===== src/rtl/mips_run_ctrl_if.sv =====
// Load/run handshake and core-facing signals of the MIPS run controller.
`timescale 1ns/1ps
interface mips_run_ctrl_if #(
    parameter int unsigned IMEM_WORDS = 256,
    parameter int unsigned CYC_W      = 16
);
    localparam int unsigned LCW = $clog2(IMEM_WORDS) + 1;

    logic              START;
    logic              LD_VALID;
    logic [31:0]       LD_DATA;
    logic              LD_LAST;
    logic              LD_READY;
    logic [31:0]       CPU_PC;
    logic              CPU_RST;
    logic [31:0]       W_Ins;
    logic              WE;
    logic              BUSY;
    logic              DONE;
    logic              HALTED;
    logic              TIMEOUT;
    logic [LCW-1:0]    LOAD_CNT;
    logic [CYC_W-1:0]  CYCLE_CNT;

    // Host/core side: drives the program stream, START and the core PC.
    modport master (
        output START, LD_VALID, LD_DATA, LD_LAST, CPU_PC,
        input  LD_READY, CPU_RST, W_Ins, WE, BUSY, DONE, HALTED, TIMEOUT,
               LOAD_CNT, CYCLE_CNT
    );

    // Controller side.
    modport slave (
        input  START, LD_VALID, LD_DATA, LD_LAST, CPU_PC,
        output LD_READY, CPU_RST, W_Ins, WE, BUSY, DONE, HALTED, TIMEOUT,
               LOAD_CNT, CYCLE_CNT
    );
endinterface


===== src/rtl/mips_run_ctrl.sv =====
// Boot/run sequencer for the single-cycle MIPS core: streams a program into
// instruction memory under reset, runs the core, and reports halt/timeout.
`timescale 1ns/1ps
module mips_run_ctrl #(
    parameter int unsigned IMEM_WORDS  = 256,
    parameter int unsigned CYC_W       = 16,
    parameter int unsigned MAX_CYCLES  = 160,
    parameter int unsigned HALT_REPEAT = 2,
    parameter int unsigned SETTLE_CYC  = 2   // must be >= 1
) (
    input logic            CLK,
    input logic            RST,
    mips_run_ctrl_if.slave bus_io
);
    localparam int unsigned LCW = $clog2(IMEM_WORDS) + 1;
    localparam int unsigned SKW = $clog2(HALT_REPEAT + 1) + 1;
    localparam int unsigned STW = $clog2(SETTLE_CYC + 1) + 1;

    typedef enum logic [2:0] {
        ST_IDLE,
        ST_LOAD,
        ST_SETTLE,
        ST_RUN,
        ST_FIN
    } state_e;

    state_e           state_q;
    logic             ld_ready_q;
    logic             cpu_rst_q;
    logic             we_q;
    logic [31:0]      w_ins_q;
    logic             busy_q;
    logic             done_q;
    logic             halted_q;
    logic             timeout_q;
    logic [LCW-1:0]   load_cnt_q;
    logic [LCW-1:0]   load_cnt_d;
    logic [CYC_W-1:0] cycle_cnt_q;
    logic [CYC_W-1:0] cycle_cnt_d;
    logic [SKW-1:0]   stuck_q;
    logic [SKW-1:0]   stuck_d;
    logic [STW-1:0]   settle_q;
    logic [31:0]      prev_pc_q;
    logic             pc_vld_q;

    logic             accept_c;
    logic             load_end_c;
    logic             halt_hit_c;
    logic             to_hit_c;

    // Next-value helpers; ld_ready_q is only ever high in LOAD, so accept needs no state term.
    always_comb begin
        accept_c    = bus_io.LD_VALID & ld_ready_q;
        load_cnt_d  = load_cnt_q + LCW'(1);
        load_end_c  = bus_io.LD_LAST | (load_cnt_d == LCW'(IMEM_WORDS));
        cycle_cnt_d = cycle_cnt_q + CYC_W'(1);
        stuck_d     = '0;
        if (pc_vld_q && (bus_io.CPU_PC == prev_pc_q)) begin
            stuck_d = stuck_q + SKW'(1);
        end
        halt_hit_c  = (stuck_d >= SKW'(HALT_REPEAT));
        to_hit_c    = (cycle_cnt_d == CYC_W'(MAX_CYCLES));
    end

    // Sequencer state and all registered outputs.
    always_ff @(posedge CLK) begin
        if (!RST) begin
            state_q     <= ST_IDLE;
            ld_ready_q  <= 1'b0;
            cpu_rst_q   <= 1'b1;
            we_q        <= 1'b0;
            w_ins_q     <= '0;
            busy_q      <= 1'b0;
            done_q      <= 1'b0;
            halted_q    <= 1'b0;
            timeout_q   <= 1'b0;
            load_cnt_q  <= '0;
            cycle_cnt_q <= '0;
            stuck_q     <= '0;
            settle_q    <= '0;
            prev_pc_q   <= '0;
            pc_vld_q    <= 1'b0;
        end else begin
            we_q <= 1'b0;
            case (state_q)
                ST_IDLE, ST_FIN: begin
                    if (bus_io.START) begin
                        state_q     <= ST_LOAD;
                        ld_ready_q  <= 1'b1;
                        busy_q      <= 1'b1;
                        done_q      <= 1'b0;
                        load_cnt_q  <= '0;
                        cycle_cnt_q <= '0;
                        halted_q    <= 1'b0;
                        timeout_q   <= 1'b0;
                    end
                end
                ST_LOAD: begin
                    if (accept_c) begin
                        we_q       <= 1'b1;
                        w_ins_q    <= bus_io.LD_DATA;
                        load_cnt_q <= load_cnt_d;
                        if (load_end_c) begin
                            state_q    <= ST_SETTLE;
                            ld_ready_q <= 1'b0;
                            settle_q   <= '0;
                        end
                    end
                end
                ST_SETTLE: begin
                    if (settle_q == STW'(SETTLE_CYC - 1)) begin
                        state_q   <= ST_RUN;
                        cpu_rst_q <= 1'b0;
                        pc_vld_q  <= 1'b0;
                        stuck_q   <= '0;
                    end else begin
                        settle_q <= settle_q + STW'(1);
                    end
                end
                ST_RUN: begin
                    cycle_cnt_q <= cycle_cnt_d;
                    stuck_q     <= stuck_d;
                    prev_pc_q   <= bus_io.CPU_PC;
                    pc_vld_q    <= 1'b1;
                    if (halt_hit_c || to_hit_c) begin
                        state_q   <= ST_FIN;
                        cpu_rst_q <= 1'b1;
                        busy_q    <= 1'b0;
                        done_q    <= 1'b1;
                        halted_q  <= halt_hit_c;
                        timeout_q <= to_hit_c;
                    end
                end
                default: begin
                    state_q <= ST_IDLE;
                end
            endcase
        end
    end

    assign bus_io.LD_READY  = ld_ready_q;
    assign bus_io.CPU_RST   = cpu_rst_q;
    assign bus_io.W_Ins     = w_ins_q;
    assign bus_io.WE        = we_q;
    assign bus_io.BUSY      = busy_q;
    assign bus_io.DONE      = done_q;
    assign bus_io.HALTED    = halted_q;
    assign bus_io.TIMEOUT   = timeout_q;
    assign bus_io.LOAD_CNT  = load_cnt_q;
    assign bus_io.CYCLE_CNT = cycle_cnt_q;
endmodule


===== src/flat_wrapper.sv =====
// flat-port wrapper written by rule: the top's interface ports become plain ports
module mips_run_ctrl_flat 
#(
    parameter int unsigned IMEM_WORDS  = 256,
    parameter int unsigned CYC_W       = 16,
    parameter int unsigned MAX_CYCLES  = 160,
    parameter int unsigned HALT_REPEAT = 2,
    parameter int unsigned SETTLE_CYC  = 2                  
)
  (CLK, RST, bus_io_START, bus_io_LD_VALID, bus_io_LD_DATA, bus_io_LD_LAST, bus_io_CPU_PC, bus_io_LD_READY, bus_io_CPU_RST, bus_io_W_Ins, bus_io_WE, bus_io_BUSY, bus_io_DONE, bus_io_HALTED, bus_io_TIMEOUT, bus_io_LOAD_CNT, bus_io_CYCLE_CNT);
  mips_run_ctrl_if #(.IMEM_WORDS(IMEM_WORDS), .CYC_W(CYC_W)) bus_io_i ();
  input logic CLK;
  input logic RST;
  input wire logic [$bits(bus_io_i.START)-1:0] bus_io_START;
  input wire logic [$bits(bus_io_i.LD_VALID)-1:0] bus_io_LD_VALID;
  input wire logic [$bits(bus_io_i.LD_DATA)-1:0] bus_io_LD_DATA;
  input wire logic [$bits(bus_io_i.LD_LAST)-1:0] bus_io_LD_LAST;
  input wire logic [$bits(bus_io_i.CPU_PC)-1:0] bus_io_CPU_PC;
  output wire logic [$bits(bus_io_i.LD_READY)-1:0] bus_io_LD_READY;
  output wire logic [$bits(bus_io_i.CPU_RST)-1:0] bus_io_CPU_RST;
  output wire logic [$bits(bus_io_i.W_Ins)-1:0] bus_io_W_Ins;
  output wire logic [$bits(bus_io_i.WE)-1:0] bus_io_WE;
  output wire logic [$bits(bus_io_i.BUSY)-1:0] bus_io_BUSY;
  output wire logic [$bits(bus_io_i.DONE)-1:0] bus_io_DONE;
  output wire logic [$bits(bus_io_i.HALTED)-1:0] bus_io_HALTED;
  output wire logic [$bits(bus_io_i.TIMEOUT)-1:0] bus_io_TIMEOUT;
  output wire logic [$bits(bus_io_i.LOAD_CNT)-1:0] bus_io_LOAD_CNT;
  output wire logic [$bits(bus_io_i.CYCLE_CNT)-1:0] bus_io_CYCLE_CNT;
  assign bus_io_i.START = bus_io_START;
  assign bus_io_i.LD_VALID = bus_io_LD_VALID;
  assign bus_io_i.LD_DATA = bus_io_LD_DATA;
  assign bus_io_i.LD_LAST = bus_io_LD_LAST;
  assign bus_io_i.CPU_PC = bus_io_CPU_PC;
  assign bus_io_LD_READY = bus_io_i.LD_READY;
  assign bus_io_CPU_RST = bus_io_i.CPU_RST;
  assign bus_io_W_Ins = bus_io_i.W_Ins;
  assign bus_io_WE = bus_io_i.WE;
  assign bus_io_BUSY = bus_io_i.BUSY;
  assign bus_io_DONE = bus_io_i.DONE;
  assign bus_io_HALTED = bus_io_i.HALTED;
  assign bus_io_TIMEOUT = bus_io_i.TIMEOUT;
  assign bus_io_LOAD_CNT = bus_io_i.LOAD_CNT;
  assign bus_io_CYCLE_CNT = bus_io_i.CYCLE_CNT;
  mips_run_ctrl #(.IMEM_WORDS(IMEM_WORDS), .CYC_W(CYC_W), .MAX_CYCLES(MAX_CYCLES), .HALT_REPEAT(HALT_REPEAT), .SETTLE_CYC(SETTLE_CYC)) u_core (.CLK(CLK), .RST(RST), .bus_io(bus_io_i));
endmodule

===== config.mk =====
export PLATFORM = sky130hd
export DESIGN_NAME = mips_run_ctrl_flat
export DESIGN_NICKNAME = d
export VERILOG_FILES = /design/src/rtl/mips_run_ctrl_if.sv /design/src/rtl/mips_run_ctrl.sv /design/src/flat_wrapper.sv
export SDC_FILE = /design/constraint.sdc
export NUM_CORES = 1
export LEC_CHECK = 0
export BUFFER_PORTS_ARGS = -buffer_cell sky130_fd_sc_hd__buf_2
export CAP_MARGIN = 25
export CORE_MARGIN = 5
export CORE_UTILIZATION = 40
export CTS_CLUSTER_SIZE = 24
export DETAILED_ROUTE_END_ITERATION = 12
export HOLD_SLACK_MARGIN = 0.06
export PLACE_DENSITY = 0.69
export SYNTH_ARGS = -nofsm -noshare
export SYNTH_HDL_FRONTEND = slang
export SYNTH_SLANG_ARGS = --single-unit

===== constraint.sdc =====
create_clock -name CLK -period 2.3 [get_ports CLK]
set_input_delay 0.46 -clock CLK [delete_from_list [all_inputs] [get_ports CLK]]
set_output_delay 0.46 -clock CLK [all_outputs]
set_load 0.01 [all_outputs]

==> run metrics, run 1 <==
outcome completed; largest area contributor in the netlist dfxtp_1; first-pass GRT wire length 21.7 mm; RSZ-0062 raised after global routing no; vias in the first global route 4,469; clock skew around 8 ps; multi-input logic area between 2000 and 3000 µm²; DRT met1 WL 5.96 mm; fill cell count ~1.3k; max incr delay on CP 390 ps; CP max FO 9; hold wc startpoint bus_io_LD_DATA[1]; power per cell area 642 nW/µm²; Core Area roughly 13,000 µm²; peak supply drop 0.438 mV; DRC viols 0; largest net degree at the start of global routing 37; final cell count without fillers 953; TritonRoute pass-1 iters 4; Worst path top cell family by delay compound AO/OA/AOI/OAI gates; initial antenna violation count 1; Routability Congestion 0.807; wire per inst between 10 and 15 µm; max frequency roughly 470 MHz; Clk Latency, worst-skew pair 340 ps; Critical Path AT between 2000 and 2500 ps; routed length on met3 789 µm; Critical path buffers and inverters 0; CTS H-tree depth 3; Critical R2R Launch u_core.bus_io.LOAD_CNT[0]; Synth async-reset ratio 0%; setup bufs post-CTS 0; Register Area 2120 µm²; total gr overflow 0; area grow syn2layout 23.1%; Net Count, Synth 721; Setup crit end kind flop; post-CTS sizing 0; die width 124 µm; cts bufs inserted 9; Highest Signal Layer met4; Top FF cell, synth dfxtp_1; floorplan row count 41; I/O pin count 133; Max-cap violations 0; fin crit share 92.4%; Worst-path clk slew 70 ps; IO Port Bufs 132; vias per inst 4.94; number of antenna-violating nets in the routed design 0; path type of the worst setup path flop to flop; placed cells roughly 940; Worst Tran Pin Value 537 ps; CTS Root Cell clkbuf_16; Lkg Pwr 2.70 nW; via count 4,707; worst path required time 2530 ps; max_slew headroom 64.2%; Yosys reg bits ~110; Syn Area/Cell 8.11 µm²; synth warn 0; Tot GR Track Use 16.6%; Seq/Total Area, Yosys 40.6%; final hold violations 0; hold_buf cts 0; clk buf depth 2; total wire length about 13 mm; CTS tree yes; Post-Syn Area around 5200 µm²; die area 15,500 µm²; TNS Setup 0 ps; EDFF count, synth 0; CP cell instances ha_1 -> and3_1 -> nor4_1 -> o2111ai_1 -> o31ai_4 -> o31a_1 -> o41ai_2; Post-DP HPWL around 9.4 mm; crit path from u_core.bus_io.LOAD_CNT[0]; Slew Limit Fails 0; initial DRC count 253; Min Clock Period, post-route between 2000 and 2500 ps; Initial Utilization 41.1%; crit path launch type flop; critical path's slowest cell dfxtp_1; post-synth top area share 40.6%; fraction of layout cells with a size suffix above 1 23.7%; met2 wire len 5.80 mm; Synth cell types 57; Synth Instances about 650; die height 124 µm; Post-layout nets 851; Synth area leaders dfxtp_1, nand2_1, a21boi_0, xor2_1, o21ai_0; clk sinks roughly 110; Hold Crit Class primary input to flop; final setup fails 0
==> metrics by stage <==
stage / hold WS, ps / area [µm²] / setup slack [ps] / power, mW / utilization [%]
after global placement: 447 / 6140 / 174 / 2.71 / 48.3
after detailed placement: 453 / 6140 / 163 / 2.71 / 48.3
after CTS: 344 / 6430 / 160 / 4.20 / 50.5
after floorplan: 445 / 5230 / 319 / 2.45 / -
after global routing: 361 / 6440 / 15.6 / 4.39 / 50.6
final: 359 / 6440 / 174 / 4.14 / 50.6
==> synthesized netlist by cell type (2+ instances only) <==
| library cell | number |
|---|---|
| nand3_2 | 2 |
| nand4_1 | 7 |
| nand3_1 | 11 |
| nand2_1 | 165 |
| and2_1 | 7 |
| a31oi_1 | 6 |
| a211o_1 | 2 |
| dfxtp_1 | 106 |
| a22oi_1 | 2 |
| inv_1 | 10 |
| and3_1 | 11 |
| nand2b_1 | 4 |
| nor3_2 | 2 |
| nor2b_1 | 13 |
| o31ai_1 | 3 |
| xnor2_1 | 11 |
| xor2_1 | 33 |
| a21boi_0 | 67 |
| nor3_1 | 14 |
| nor2_1 | 26 |
| nor4_4 | 2 |
| nor3b_1 | 3 |
| o21ai_0 | 33 |
| o211ai_1 | 2 |
| a21oi_1 | 17 |
| o22ai_1 | 2 |
| or3_1 | 3 |
| ha_1 | 7 |
| clkbuf_1 | 24 |
| buf_1 | 3 |
| buf_2 | 9 |
| nor4_2 | 2 |
| nor4_1 | 11 |
| a311o_1 | 2 |
==> per-layer routing <==
metal | track usage [%] | vias to the layer above
li1 | - | 2471
met4 | 6.38 | 0
met3 | 4.59 | 15
met2 | 26.6 | 104
met5 | 0 | -
met1 | 21.3 | 2117
==> power by group <==
group	switching [mW]	internal (mW)	leakage, nW
clock network	0.645	0.825	0.136
registers	0.0657	1.92	0.856
logic	0.414	0.265	1.70
==> state kept, by name (all words and copies together) (netlist names), 3 cells and up <==
signal	cells
u_core.settle_q	3
u_core.state_q	3
u_core.bus_io.LOAD_CNT	9
u_core.bus_io.W_Ins	32
u_core.prev_pc_q	32
u_core.stuck_q	3
u_core.bus_io.CYCLE_CNT	16
==> layout make-up <==
cell class,instances,area share (%)
clock inverters,1,0.117
repair buffers,156,13.1
diodes,1,0.0389
inverters,10,0.583
clock buffers,15,4.31
well taps,172,3.34
multi-input cells,492,45.6
flip-flops and latches,106,33.0
==> worst reg2reg max path: cells and delay by family (launching register included) <==
family / cells / cell delay [ps]
and+or+nand+nor: 2 / 530
AOI/OAI and AO/OA: 4 / 800
DFF: 1 / 390
adders and majority gates: 1 / 300
==> cells in the final DEF, fill, tap and decap left out, types with 6 or more instances in the layout <==
| cell | netlist | layout |
|---|---|---|
| ha_1 | 7 | 7 |
| a31oi_1 | 6 | 6 |
| buf_2 | 9 | 132 |
| nor2b_1 | 13 | 13 |
| o21ai_0 | 33 | 33 |
| clkbuf_16 | 0 | 9 |
| buf_4 | 0 | 24 |
| xnor2_1 | 11 | 11 |
| inv_1 | 10 | 10 |
| nor4_1 | 11 | 11 |
| nand4_1 | 7 | 7 |
| and2_1 | 7 | 7 |
| dfxtp_1 | 106 | 106 |
| a21oi_1 | 17 | 17 |
| nand3_1 | 11 | 11 |
| and3_1 | 11 | 11 |
| nor3_1 | 14 | 13 |
| nand2_1 | 165 | 165 |
| a21boi_0 | 67 | 67 |
| nor2_1 | 26 | 26 |
| xor2_1 | 33 | 33 |
==> logic make-up (layout without fill, tap and decap cells) <==
family                   count (synthesis)  count (layout)  share of synthesized area (%)
AO/OA/AOI/OAI                          151             151                           19.9
buffers and inverters                   47             182                           3.61
other                                    0               1                              0
AND/OR/NAND/NOR                        290             290                           26.9
XOR/XNOR                                44              44                           7.36
flip-flops                             106             106                           40.6
adder cells (fa/ha/maj)                  7               7                           1.67
==> worst paths after layout <==
check | endpoint | slack (ps) | cells past startpoint
worst min-delay path | u_core.bus_io.W_Ins[1] | 360 | 3
worst max register to register | u_core.state_q[0] | 170 | 7
worst min register to register | u_core.bus_io.W_Ins[4] | 460 | 2
worst max-delay path | u_core.state_q[0] | 170 | 7
(Power assumes the default switching activity.)
==> run 2, diff against run 1 <==
--- a/config.mk
+++ b/config.mk
@@ -7,12 +7,14 @@
 export LEC_CHECK = 0
 export BUFFER_PORTS_ARGS = -buffer_cell sky130_fd_sc_hd__buf_2
 export CAP_MARGIN = 25
+export CELL_PAD_IN_SITES_DETAIL_PLACEMENT = 1
+export CELL_PAD_IN_SITES_GLOBAL_PLACEMENT = 2
 export CORE_MARGIN = 5
-export CORE_UTILIZATION = 40
+export CORE_UTILIZATION = 30
 export CTS_CLUSTER_SIZE = 24
 export DETAILED_ROUTE_END_ITERATION = 12
 export HOLD_SLACK_MARGIN = 0.06
-export PLACE_DENSITY = 0.69
+export PLACE_DENSITY = 0.85
 export SYNTH_ARGS = -nofsm -noshare
 export SYNTH_HDL_FRONTEND = slang
 export SYNTH_SLANG_ARGS = --single-unit
==> run 2 against run 1 <==
  * Total power increased by 2.7%
  * Routed wire length increased by 25%
  * Worst setup slack improved by 2.2 ps
  * Hold slack got worse by 9.4 ps
  * Flip-flop and latch count unchanged
  * Final area increased by 0.82%
  * Clock-buffer cell count decreased by 4
  * Combinational power increased by 5.7%
  * Via count increased by 7.5%
  * Non-clock buffer count decreased by 3
==> run metrics, run 2 (synthesis results as in run 1) <==
fraction of layout cells with a size suffix above 1 23.5%; fill cell count between 2k and 2.5k; Max-cap violations 0; final cell count without fillers 1,001; final setup fails 0; Lkg Pwr about 2.7 nW; most common cell after layout, fill and taps aside nand2_1; Initial Utilization a little under a third; peak supply drop roughly 0.34 mV; Clk Latency, worst-skew pair between 300 and 400 ps; initial DRC count approximately 170; Worst-path clk slew roughly 80 ps; area grow syn2layout 24.1%; outcome completed; CTS H-tree depth 3; RSZ-0062 raised after global routing no; IO Port Bufs 132; commonest cells after routing, fill and taps aside nand2_1, buf_2, dfxtp_1; vias per inst 5.05; sw power 1.21 mW; final hold violations 0; max frequency 471 MHz; CTS tree yes; DRC viols 0; Critical Path AT 2350 ps; Worst Tran Pin Value 584 ps; clock skew 11.1 ps; vias in the first global route around 5.4k; max_slew headroom slightly above 60%; sequential power share a little under half; Post-DP HPWL between 10 and 15 mm; CP cell instances nand4_4 -> nor4_4 -> nor3_1 -> o2111ai_2 -> nor3_2 -> or3_1; Worst path top cell family by delay simple AND/OR/NAND/NOR gates; die area 20,200 µm²; clock share of power roughly 36%; number of antenna-violating nets in the routed design 0; initial antenna violation count 0; die width 142 µm; Min Clock Period, post-route 2120 ps; clk buf depth 2; Antenna Cells 0; total wire length ~16 mm; TNS Setup 0 ps; Hold Crit Class primary input to flop; cts bufs inserted 9; largest net degree at the start of global routing 56; power per cell area 654 nW/µm²; die height 142 µm; floorplan row count 48; P_int 3.04 mW; crit path launch type flop; path type of the worst setup path flop to flop; Critical path buffers and inverters 0; combinational power share 16.9%; pre-CTS setup slack 65.6 ps; CP max FO 10; Post-layout nets 848; Core Area 17,200 µm²; fin crit share slightly above 90%; wire per inst around 16 µm; total gr overflow 0; Setup crit end kind flop; TritonRoute pass-1 iters 4; I/O pin count roughly 130; max incr delay on CP about 550 ps; final setup margin 176 ps; Sw Share between 20 and 30%; Slew Limit Fails 0; Tot GR Track Use 16.1%; first-pass GRT wire length roughly 27 mm; critical path's slowest cell dfxtp_1; Routability Congestion 0.837; placed cells 986; clk sinks 106; worst path required time 2530 ps; CTS Root Cell clkbuf_16; via count 5,060
[run 2: power by group through the flow]
stage	combinational, mW	sequential (mW)	clock [mW]
after floorplan	0.413	2.03	0
after global placement	0.689	2.03	0
after detailed placement	0.727	2.03	0
after CTS	0.730	1.99	1.59
after global routing	0.814	2.00	1.66
final	0.718	1.99	1.54
[run 2: layout make-up]
cell class	instances	area, µm²	area share, %
Clock buffer	11	233	3.58
Clock inverter	4	51.3	0.790
Inverter	10	37.5	0.578
Multi-Input combinational cell	492	2940	45.2
Sequential cell	106	2120	32.7
Tap cell	225	282	4.34
Timing Repair Buffer	153	831	12.8
[run 2: worst reg2reg max path: cells and delay by family, from the launching register on]
| kind | cells | cell delay (ps) |
|---|---|---|
| flops | 1 | 550 |
| compound gates | 1 | 300 |
| simple gates | 5 | 1170 |
[run 2: metrics by stage]
step | area (µm²) | hold slack (ps) | utilization (%) | total power, mW
finish | 6490 | 350 | 37.8 | 4.25
global route | 6490 | 347 | 37.8 | 4.48
CTS | 6480 | 336 | 37.7 | 4.31
detailed placement | 6200 | 455 | 36.1 | 2.76
global placement | 6200 | 447 | 36.1 | 2.71
floorplan | 5230 | 445 | - | 2.45
[run 2: routing by layer]
| metal | vias to the layer above | part of all wire (%) | GRT usage, % |
|---|---|---|---|
| met1 | 2467 | 42 | 18.2 |
| met3 | 15 | 7.6 | 5.88 |
| met2 | 119 | 49 | 28.3 |
| met4 | 0 | 1.4 | 4.49 |
| li1 | 2459 | - | - |
| met5 | - | 0 | 0 |
[run 2: timing repair]
item,CTS,global route
hold buffers,0,0
resized for setup,0,1
setup endpoints to repair,0,1
setup buffers,0,0
[run 2: final timing paths]
kind              cells past startpoint  slack (ps)                      end                        from
setup / recovery                      6         180        u_core.state_q[2]  u_core.bus_io.CYCLE_CNT[2]
hold / removal                        3         350  u_core.bus_io.W_Ins[13]          bus_io_LD_DATA[13]
setup reg to reg                      6         180        u_core.state_q[2]  u_core.bus_io.CYCLE_CNT[2]
hold reg to reg                       2         470  u_core.bus_io.W_Ins[13]     u_core.bus_io.W_Ins[13]
==> run 3, diff against run 2 <==
--- a/config.mk
+++ b/config.mk
@@ -11,10 +11,13 @@
 export CELL_PAD_IN_SITES_GLOBAL_PLACEMENT = 2
 export CORE_MARGIN = 5
 export CORE_UTILIZATION = 30
+export CTS_CLUSTER_DIAMETER = 100
 export CTS_CLUSTER_SIZE = 24
 export DETAILED_ROUTE_END_ITERATION = 12
 export HOLD_SLACK_MARGIN = 0.06
+export MAX_ROUTING_LAYER = met4
 export PLACE_DENSITY = 0.85
 export SYNTH_ARGS = -nofsm -noshare
 export SYNTH_HDL_FRONTEND = slang
 export SYNTH_SLANG_ARGS = --single-unit
+export TNS_END_PERCENT = 5
==> run 3 against run 2 <==
  * First-iteration DRC count rose by 3.6%
  * Total power fell by 0.11%
  * Sequential power barely moved
  * Worst setup slack got worse by 1.7 ps
==> run metrics, run 3 (synthesis results as in run 1) <==
Critical Path AT around 2400 ps; Antenna Cells 0; GR Layer Usage met2 28.3%; CTS Root Cell clkbuf_16; cts bufs inserted 9; Worst Tran Pin Value 589 ps; Lkg Pwr 2.68 nW; pre-CTS setup slack 65.6 ps; I/O pin count around 130; Min Clock Period, post-route 2130 ps; area grow syn2layout 24.1%; number of antenna-violating nets in the routed design 0; RSZ-0062 raised after global routing no; Reg2Reg Depth 6; Hold Crit Class primary input to flop; Worst-path clk slew roughly 70 ps; total wire length 15.9 mm; Routability Congestion ~0.85; CP max FO 9; clock skew between 7 and 8 ps; clk buf depth 2; Register Area about 2100 µm²; total gr overflow 0; CTS tree yes; met1 Use GR 18.6%; max frequency 470 MHz; largest net degree at the start of global routing 56; die width 142 µm; DRC viols 0; CTS H-tree depth 3; Core Area about 17,000 µm²; Tot GR Track Use 16.5%; Post-layout nets 848; IO Port Bufs 132; most common cell after layout, fill and taps aside nand2_1; via count ~5k; max_slew headroom 60.7%; wire per inst roughly 16 µm; die area around 20,000 µm²; Slew Limit Fails 0; initial antenna violation count 0; final setup margin 174 ps; Setup crit end kind flop; first-pass GRT wire length 26.6 mm; fraction of layout cells with a size suffix above 1 23.5%; vias in the first global route 5,465; multi-input logic area a little under 3000 µm²; fill cell count 2,134; clk sinks between 100 and 150; Clk Latency, worst-skew pair 350 ps; Initial Utilization 30.5%; commonest cells after routing, fill and taps aside nand2_1, buf_2, dfxtp_1; fin crit share 92.4%; initial DRC count 174; Hold Path Stages 3; final setup fails 0; TNS Setup 0 ps; Max-cap violations 0; outcome completed; peak supply drop around 0.35 mV; vias per inst 5.04; die height 142 µm; power per cell area 653 nW/µm²; worst path required time roughly 2500 ps; floorplan row count 48; crit path launch type flop; path type of the worst setup path flop to flop; TritonRoute pass-1 iters 4; GR peak layer met2; final hold violations 0; Post-DP HPWL 11.9 mm; M3 GR Usage between 5 and 6%
[run 3: cell counts in the layout (fill, tap and decap cells not counted)]
No cell type changed its count.
[run 3: timing repair]
| action | in CTS | in global routing |
|---|---|---|
| buffers inserted | 0 | 0 |
| endpoints found under the setup margin | 0 | 1 |
| resized for setup | 0 | 1 |
| hold endpoints to repair | 0 | 0 |
| hold buffers | 0 | 0 |
[run 3: metrics by stage]
step	utilization (%)	area, µm²	cells	power (mW)	hold slack (ps)
CTS	37.7	6480	1001	4.31	336
global route	37.8	6490	1001	4.48	342
floorplan	-	5230	645	2.45	445
finish	37.8	6490	1001	4.24	351
detailed placement	36.1	6200	986	2.76	455
global placement	36.1	6200	986	2.71	447
[run 3: worst max-delay path, stage by stage (launching register included)]
cell and delay (ps):
dfxtp_1 560, nand4_4 230, nor4_4 330, nor3_1 100, o2111ai_2 300, nor3_2 120, or3_1 380
[run 3: final cells by class]
type / count / share of cell area (%)
Clock buffer: 11 / 3.58
Clock inverter: 4 / 0.790
Inverter: 10 / 0.578
Sequential cell: 106 / 32.7
Tap cell: 225 / 4.34
Multi-Input combinational cell: 492 / 45.2
Timing Repair Buffer: 153 / 12.8
[run 3: metal layers]
| metal | wire, µm | up-vias |
|---|---|---|
| met5 | 0 | - |
| met4 | 173 | 0 |
| met3 | 1100 | 11 |
| met2 | 7910 | 129 |
| met1 | 6750 | 2451 |
| li1 | - | 2457 |
[run 3: power by group]
part | switching, mW | total [mW] | internal [mW]
logic | 0.443 | 0.717 | 0.274
registers | 0.0685 | 1.99 | 1.92
clock network | 0.694 | 1.54 | 0.842
[run 3: final timing paths]
kind / from / slack [ps] / endpoint
setup / recovery: u_core.bus_io.CYCLE_CNT[3] / 170 / u_core.state_q[2]
hold reg to reg: u_core.bus_io.W_Ins[16] / 470 / u_core.bus_io.W_Ins[16]
hold / removal: bus_io_LD_DATA[13] / 350 / u_core.bus_io.W_Ins[13]
setup reg to reg: u_core.bus_io.CYCLE_CNT[3] / 170 / u_core.state_q[2]
